$ cat config.mk
export PLATFORM = sky130hd
export DESIGN_NAME = mem_access_ctrl
export DESIGN_NICKNAME = d
export VERILOG_FILES = /design/src/rtl/mem_access_ctrl.sv
export SDC_FILE = /design/constraint.sdc
export NUM_CORES = 1
export LEC_CHECK = 0
export CAP_MARGIN = 10
export CELL_PAD_IN_SITES_DETAIL_PLACEMENT = 2
export CELL_PAD_IN_SITES_GLOBAL_PLACEMENT = 2
export CORE_ASPECT_RATIO = 0.8
export CORE_UTILIZATION = 30
export CTS_BUF_LIST = sky130_fd_sc_hd__clkbuf_2 sky130_fd_sc_hd__clkbuf_4 sky130_fd_sc_hd__clkbuf_8
export CTS_CLUSTER_DIAMETER = 60
export CTS_CLUSTER_SIZE = 12
export DETAILED_ROUTE_END_ITERATION = 6
export GPL_TIMING_DRIVEN = 0
export PLACE_DENSITY = 0.83
export SLEW_MARGIN = 20
export SYNTH_ARGS = -nofsm -noshare
export SYNTH_HDL_FRONTEND = slang
export SYNTH_SLANG_ARGS = --single-unit
$ cat constraint.sdc
create_clock -name clk -period 6.45 [get_ports clk]
set_input_delay 1.6125 -clock clk [delete_from_list [all_inputs] [get_ports clk]]
set_output_delay 1.6125 -clock clk [all_outputs]
set_load 0.01 [all_outputs]
$ cat src/rtl/mem_access_ctrl.sv
// Purpose: turns one valid/ready load/store command into level-sensitive rd/wr strobes for the 256x16 memory.
// Latency: read response RD_WAIT_CYCLES edges after accept; write response WR_PULSE_CYCLES+2 edges after accept.
// Backpressure: one command in flight; req_ready only in IDLE, response held in RSP until rsp_ready.
module mem_access_ctrl #(
  parameter int unsigned RD_WAIT_CYCLES  = 1,
  parameter int unsigned WR_PULSE_CYCLES = 2
) (
  input  logic        clk,
  input  logic        rst_n,
  input  logic        req_valid,
  output logic        req_ready,
  input  logic        req_we,
  input  logic [7:0]  req_addr,
  input  logic [7:0]  req_wdata,
  output logic        rsp_valid,
  input  logic        rsp_ready,
  output logic [15:0] rsp_rdata,
  output logic        busy,
  output logic [7:0]  mem_addr,
  output logic        mem_rd,
  output logic        mem_wr,
  output logic [7:0]  mem_wdata,
  input  logic [15:0] mem_rdata
);

  typedef enum logic [2:0] {
    S_IDLE     = 3'd0,
    S_RD_WAIT  = 3'd1,
    S_WR_SETUP = 3'd2,
    S_WR_PULSE = 3'd3,
    S_WR_HOLD  = 3'd4,
    S_RSP      = 3'd5
  } state_e;

  // Counter reload values; both parameters are limited to 1..15 so they fit 4 bits.
  localparam logic [3:0] RD_CNT_INIT = 4'(RD_WAIT_CYCLES - 1);
  localparam logic [3:0] WR_CNT_INIT = 4'(WR_PULSE_CYCLES - 1);

  state_e      state_q, state_d;
  logic [3:0]  cnt_q, cnt_d;
  logic [7:0]  mem_addr_q, mem_addr_d;
  logic [7:0]  mem_wdata_q, mem_wdata_d;
  logic        mem_rd_q, mem_rd_d;
  logic        mem_wr_q, mem_wr_d;
  logic [15:0] rsp_rdata_q, rsp_rdata_d;

  logic accept;
  logic cnt_zero;

  assign accept   = req_valid && (state_q == S_IDLE);
  assign cnt_zero = (cnt_q == 4'd0);

  // State register.
  always_ff @(posedge clk or negedge rst_n) begin
    if (!rst_n) begin
      state_q <= S_IDLE;
    end else begin
      state_q <= state_d;
    end
  end

  // Next-state logic: walk the read or write sequence, park in RSP until the consumer takes it.
  always_comb begin
    state_d = state_q;
    case (state_q)
      S_IDLE: begin
        if (accept) begin
          state_d = req_we ? S_WR_SETUP : S_RD_WAIT;
        end
      end
      S_RD_WAIT: begin
        if (cnt_zero) begin
          state_d = S_RSP;
        end
      end
      S_WR_SETUP: state_d = S_WR_PULSE;
      S_WR_PULSE: begin
        if (cnt_zero) begin
          state_d = S_WR_HOLD;
        end
      end
      S_WR_HOLD: state_d = S_RSP;
      S_RSP: begin
        if (rsp_ready) begin
          state_d = S_IDLE;
        end
      end
      default: state_d = S_IDLE;
    endcase
  end

  // Output/datapath logic: address and write data load only on accept, so they are
  // settled a full cycle before mem_wr rises and stay put one cycle after it falls.
  always_comb begin
    cnt_d       = cnt_q;
    mem_addr_d  = mem_addr_q;
    mem_wdata_d = mem_wdata_q;
    mem_rd_d    = mem_rd_q;
    mem_wr_d    = mem_wr_q;
    rsp_rdata_d = rsp_rdata_q;
    case (state_q)
      S_IDLE: begin
        if (accept) begin
          mem_addr_d = req_addr;
          if (req_we) begin
            mem_wdata_d = req_wdata;
          end else begin
            mem_rd_d = 1'b1;
            cnt_d    = RD_CNT_INIT;
          end
        end
      end
      S_RD_WAIT: begin
        if (cnt_zero) begin
          rsp_rdata_d = mem_rdata;
          mem_rd_d    = 1'b0;
        end else begin
          cnt_d = cnt_q - 4'd1;
        end
      end
      S_WR_SETUP: begin
        mem_wr_d = 1'b1;
        cnt_d    = WR_CNT_INIT;
      end
      S_WR_PULSE: begin
        if (cnt_zero) begin
          mem_wr_d = 1'b0;
        end else begin
          cnt_d = cnt_q - 4'd1;
        end
      end
      default: begin
      end
    endcase
  end

  // Datapath registers; every memory-facing output comes straight from a flop so strobes are glitch-free.
  always_ff @(posedge clk or negedge rst_n) begin
    if (!rst_n) begin
      cnt_q       <= 4'd0;
      mem_addr_q  <= 8'd0;
      mem_wdata_q <= 8'd0;
      mem_rd_q    <= 1'b0;
      mem_wr_q    <= 1'b0;
      rsp_rdata_q <= 16'd0;
    end else begin
      cnt_q       <= cnt_d;
      mem_addr_q  <= mem_addr_d;
      mem_wdata_q <= mem_wdata_d;
      mem_rd_q    <= mem_rd_d;
      mem_wr_q    <= mem_wr_d;
      rsp_rdata_q <= rsp_rdata_d;
    end
  end

  assign req_ready = (state_q == S_IDLE);
  assign rsp_valid = (state_q == S_RSP);
  assign busy      = (state_q != S_IDLE);
  assign mem_addr  = mem_addr_q;
  assign mem_wdata = mem_wdata_q;
  assign mem_rd    = mem_rd_q;
  assign mem_wr    = mem_wr_q;
  assign rsp_rdata = rsp_rdata_q;

endmodule

==> reports/summary.txt <==
================================================================================
Maximum number of pins on one net before global-route repair ......           29
Port buffer count .................................................           73
Hold Path Origin .................................................. rsp_rdata[5]$_DFFE_PN0P_
Flip-flop cell with the highest count after synthesis ............. sky130_fd_sc_hd__dfrtp_1
Die Height ........................................................     71.12 um
Share of the synthesized area in compound gates (AO/OA/AOI/OAI) ...      0.06844
Detailed Routing Iterations Pass 1 ................................            5
Number of flip-flops and latches in the synthesized netlist .......           41
Detailed placement HPWL ...........................................      4460 um
Kind of end point of the critical path ............................   output pin
Required arrival time at the worst endpoint .......................      4.84 ns
Nets ..............................................................          245
Worst hold-check path type ........................................      reg2reg
Global-route wire length before repair ............................      9087 um
Detail-routed net length per standard cell ........................     19.99 um
Placeable core area ...............................................    5615 um^2
Number of global-route vias before repair .........................         1591
Largest vdd supply drop ...........................................  0.0001592 V
Clock slew at reported path FFs ...................................      0.08 ns
Skew final ........................................................  0.003299 ns
Min-Delay Endpoint ................................................ rsp_rdata[5]$_DFFE_PN0P_
H-Tree Level Count ................................................            2
Source of the worst register-to-register timing path .............. cnt_q[0]$_DFFE_PN0P_
Mean Syn Cell Area ................................................   14.22 um^2
Critical Path AT ..................................................      1.97 ns
Initial core utilization ..........................................       0.3191
TritonCTS clock tree ..............................................         done
Clock root cell ................................................... sky130_fd_sc_hd__clkbuf_8
Vias after detailed routing .......................................         1345
Achievable clock frequency ........................................    279.1 MHz
Number of primary I/O pins ........................................           74
Number of maximum-capacitance constraint violations ...............            0
XOR/XNOR share of the synthesized area ............................            0
Top area cells in the synthesized netlist ......................... sky130_fd_sc_hd__dfrtp_1 (57%), sky130_fd_sc_hd__mux2_2 (14%), sky130_fd_sc_hd__mux2_4 (7.5%)
Crit path launch type .............................................    flip-flop
Share of post-route cells with drive strength above 1 .............       0.2452
Net count after synthesis .........................................          164
Via-to-Cell Ratio .................................................        4.703
Slew at the pin with the worst max-slew slack .....................    0.9997 ns
Gpl congestion ....................................................       0.7306
Pwr/cell area ..................................................... 498.7 nW/um^2
Synthesized-area fraction occupied by adder cells .................      0.01257
Syn. warnings .....................................................            0
Largest family of logic cells by synthesized area ................. multiplexers
Area of the mapped netlist ........................................    1792 um^2
Share of synthesized registers carrying an async set or reset .....        1.000
ANT nets after route ..............................................            0
Max-Slew Margin vs Limit ..........................................       0.3318
Post-CTS Hold Buffers .............................................            0
Max-slew violations ...............................................            0
Final hold violation count ........................................            0
Worst Hold Margin .................................................    0.5116 ns
Leakage power of the design .......................................     1.162 nW
Initial antenna violation count ...................................            0
Setup Fix Bufs, Post-CTS ..........................................            0
Horiz. Die Dim ....................................................     88.41 um
Final core area utilization .......................................       0.4846
Shortest clock period the worst path allows after layout ..........     3.582 ns
Detailed router's first-iteration violation count .................           20
Kind of critical path .............................................      reg2out
Slack of the worst reg-to-reg path ................................      4.17 ns
Total inserted antenna cells ......................................            0
Post-Synth Simple-Gate Area .......................................      0.08101
Leading cell types in the layout, fill and taps excluded .......... sky130_fd_sc_hd__clkdlybuf4s50_1 (72), sky130_fd_sc_hd__dfrtp_1 (41), sky130_fd_sc_hd__mux2_2 (23), sky130_fd_sc_hd__mux2_4 (9)
Count of standard-cell rows .......................................           24
Number of cells traversed by the worst register-to-register path ..            7
Maximum count of clock buffers along a single path ................            2
Gr usage total ....................................................       0.2003
Leftover overflow at the end of global routing ....................            0
Critical-path maximum fanout ......................................           10
Status ............................................................ complete, no violations
Number of remaining DRC errors ....................................            0
Post-synthesis sequential area ratio ..............................       0.5726
Cells after synthesis .............................................          126
CTS resizes .......................................................            0
Fraction of synthesized area in multiplexers ......................       0.2256
Area Overhead vs Synth ............................................       51.89%
Clock latency reported for the late side of the worst-skew pair ...      0.29 ns
Setup TNS .........................................................         0 ns
Hold Crit Depth ...................................................            1
Share of the cycle needed by the critical path after routing ......       0.5554
Area of the die ...................................................    6287 um^2
Number of enable-type register cells in the synthesized netlist ...            0
Distinct cell type count of the synthesized netlist ...............           36
Fraction of post-synthesis cell area in the top cell type by area .       0.5726
Most common cell after layout, fill and taps aside ................ sky130_fd_sc_hd__clkdlybuf4s50_1
# setup viols final ...............................................            0
Unrepaired setup endpoints after global routing ...................        false
Reg-to-reg endpoint ............................................... rsp_rdata[13]$_DFFE_PN0P_
Inserted Clock Buffers ............................................            5
Most area-hungry cell type in the Yosys netlist ................... sky130_fd_sc_hd__dfrtp_1
CTS sink count ....................................................           41
Wire length after detailed routing ................................      5716 um
================================================================================
## report_power, final
| part | leakage [nW] | total, mW | internal [mW] | switching (mW) |
|---|---|---|---|---|
| Clock | 0.0439 | 0.167 | 0.0747 | 0.0923 |
| Combinational | 0.627 | 0.724 | 0.433 | 0.291 |
| Sequential | 0.491 | 0.466 | 0.385 | 0.0809 |
## critical path, stage by stage (launching register included)
cell                              delay [ns]
sky130_fd_sc_hd__dfrtp_1                0.37
sky130_fd_sc_hd__clkbuf_1               0.23
sky130_fd_sc_hd__nor3_1                 0.43
sky130_fd_sc_hd__clkdlybuf4s50_1        0.64
## cell type report
type / instances / area (um^2)
Clock inverter: 3 / 17.52
Multi-Input combinational cell: 73 / 694.4
Tap cell: 78 / 97.59
Sequential cell: 41 / 1026
Timing Repair Buffer: 74 / 745.7
Fill cell: 550 / 2894
Inverter: 5 / 18.77
Clock buffer: 5 / 68.82
Buffer: 7 / 52.55
## registers in the layout (all words and copies together), names as in the netlist
register / count
mem_addr: 8
rsp_rdata: 16
cnt_q: 4
mem_wr: 1
mem_wdata: 8
state_q: 3
mem_rd: 1
## per-layer routing
metal  global-route usage  part of all wire  up-vias
met5                    0                 0        -
met4              0.08244             0.020        0
met3              0.03501             0.040        8
met2               0.3581              0.53       42
met1               0.2356              0.41      679
li1                     -                 -      616
## worst max-delay path by stage
stage | from | endpoint | slack, ns | cells after the start
finish | state_q[1]$_DFFE_PN0P_ | req_ready | 2.87 | 3
global route | state_q[1]$_DFFE_PN0P_ | busy | 2.72 | 4
CTS | state_q[1]$_DFFE_PN0P_ | busy | 2.82 | 4
detailed placement | req_valid | mem_addr[7]$_DFFE_PN0P_ | 2.86 | 3
global placement | rst_n | cnt_q[1]$_DFFE_PN0P_ | 2.79 | 1
floorplan | state_q[1]$_DFFE_PN0P_ | busy | 3.70 | 3
## per-stage QoR
stage | cell area, um^2 | setup WS (ns) | power [mW] | instances
global placement | 2620 | 2.789 | 1.143 | 277
CTS | 2721 | 2.820 | 1.380 | 286
floorplan | 1792 | 3.697 | 0.8334 | 126
detailed placement | 2635 | 2.858 | 1.201 | 278
finish | 2721 | 2.868 | 1.357 | 286
global route | 2721 | 2.722 | 1.444 | 286
## synthesized netlist by cell type (2+ instances only)
library cell	count
sky130_fd_sc_hd__nor2b_1	3
sky130_fd_sc_hd__mux2_4	9
sky130_fd_sc_hd__inv_1	5
sky130_fd_sc_hd__a21oi_1	3
sky130_fd_sc_hd__nor3_1	2
sky130_fd_sc_hd__dfrtp_1	41
sky130_fd_sc_hd__nor2_1	4
sky130_fd_sc_hd__buf_2	2
sky130_fd_sc_hd__nand2b_1	2
sky130_fd_sc_hd__clkbuf_1	3
sky130_fd_sc_hd__a221o_1	2
sky130_fd_sc_hd__o22ai_1	2
sky130_fd_sc_hd__o21ai_0	3
sky130_fd_sc_hd__mux2_2	23
## cells by family (layout without fill, tap and decap cells)
group / count (synthesis) / after routing
AOI/OAI and AO/OA: 17 / 17
adders and majority gates: 2 / 2
buffers and inverters: 12 / 94
DFF: 41 / 41
muxes: 33 / 33
and+or+nand+nor: 21 / 21
(Power assumes the default switching activity.)
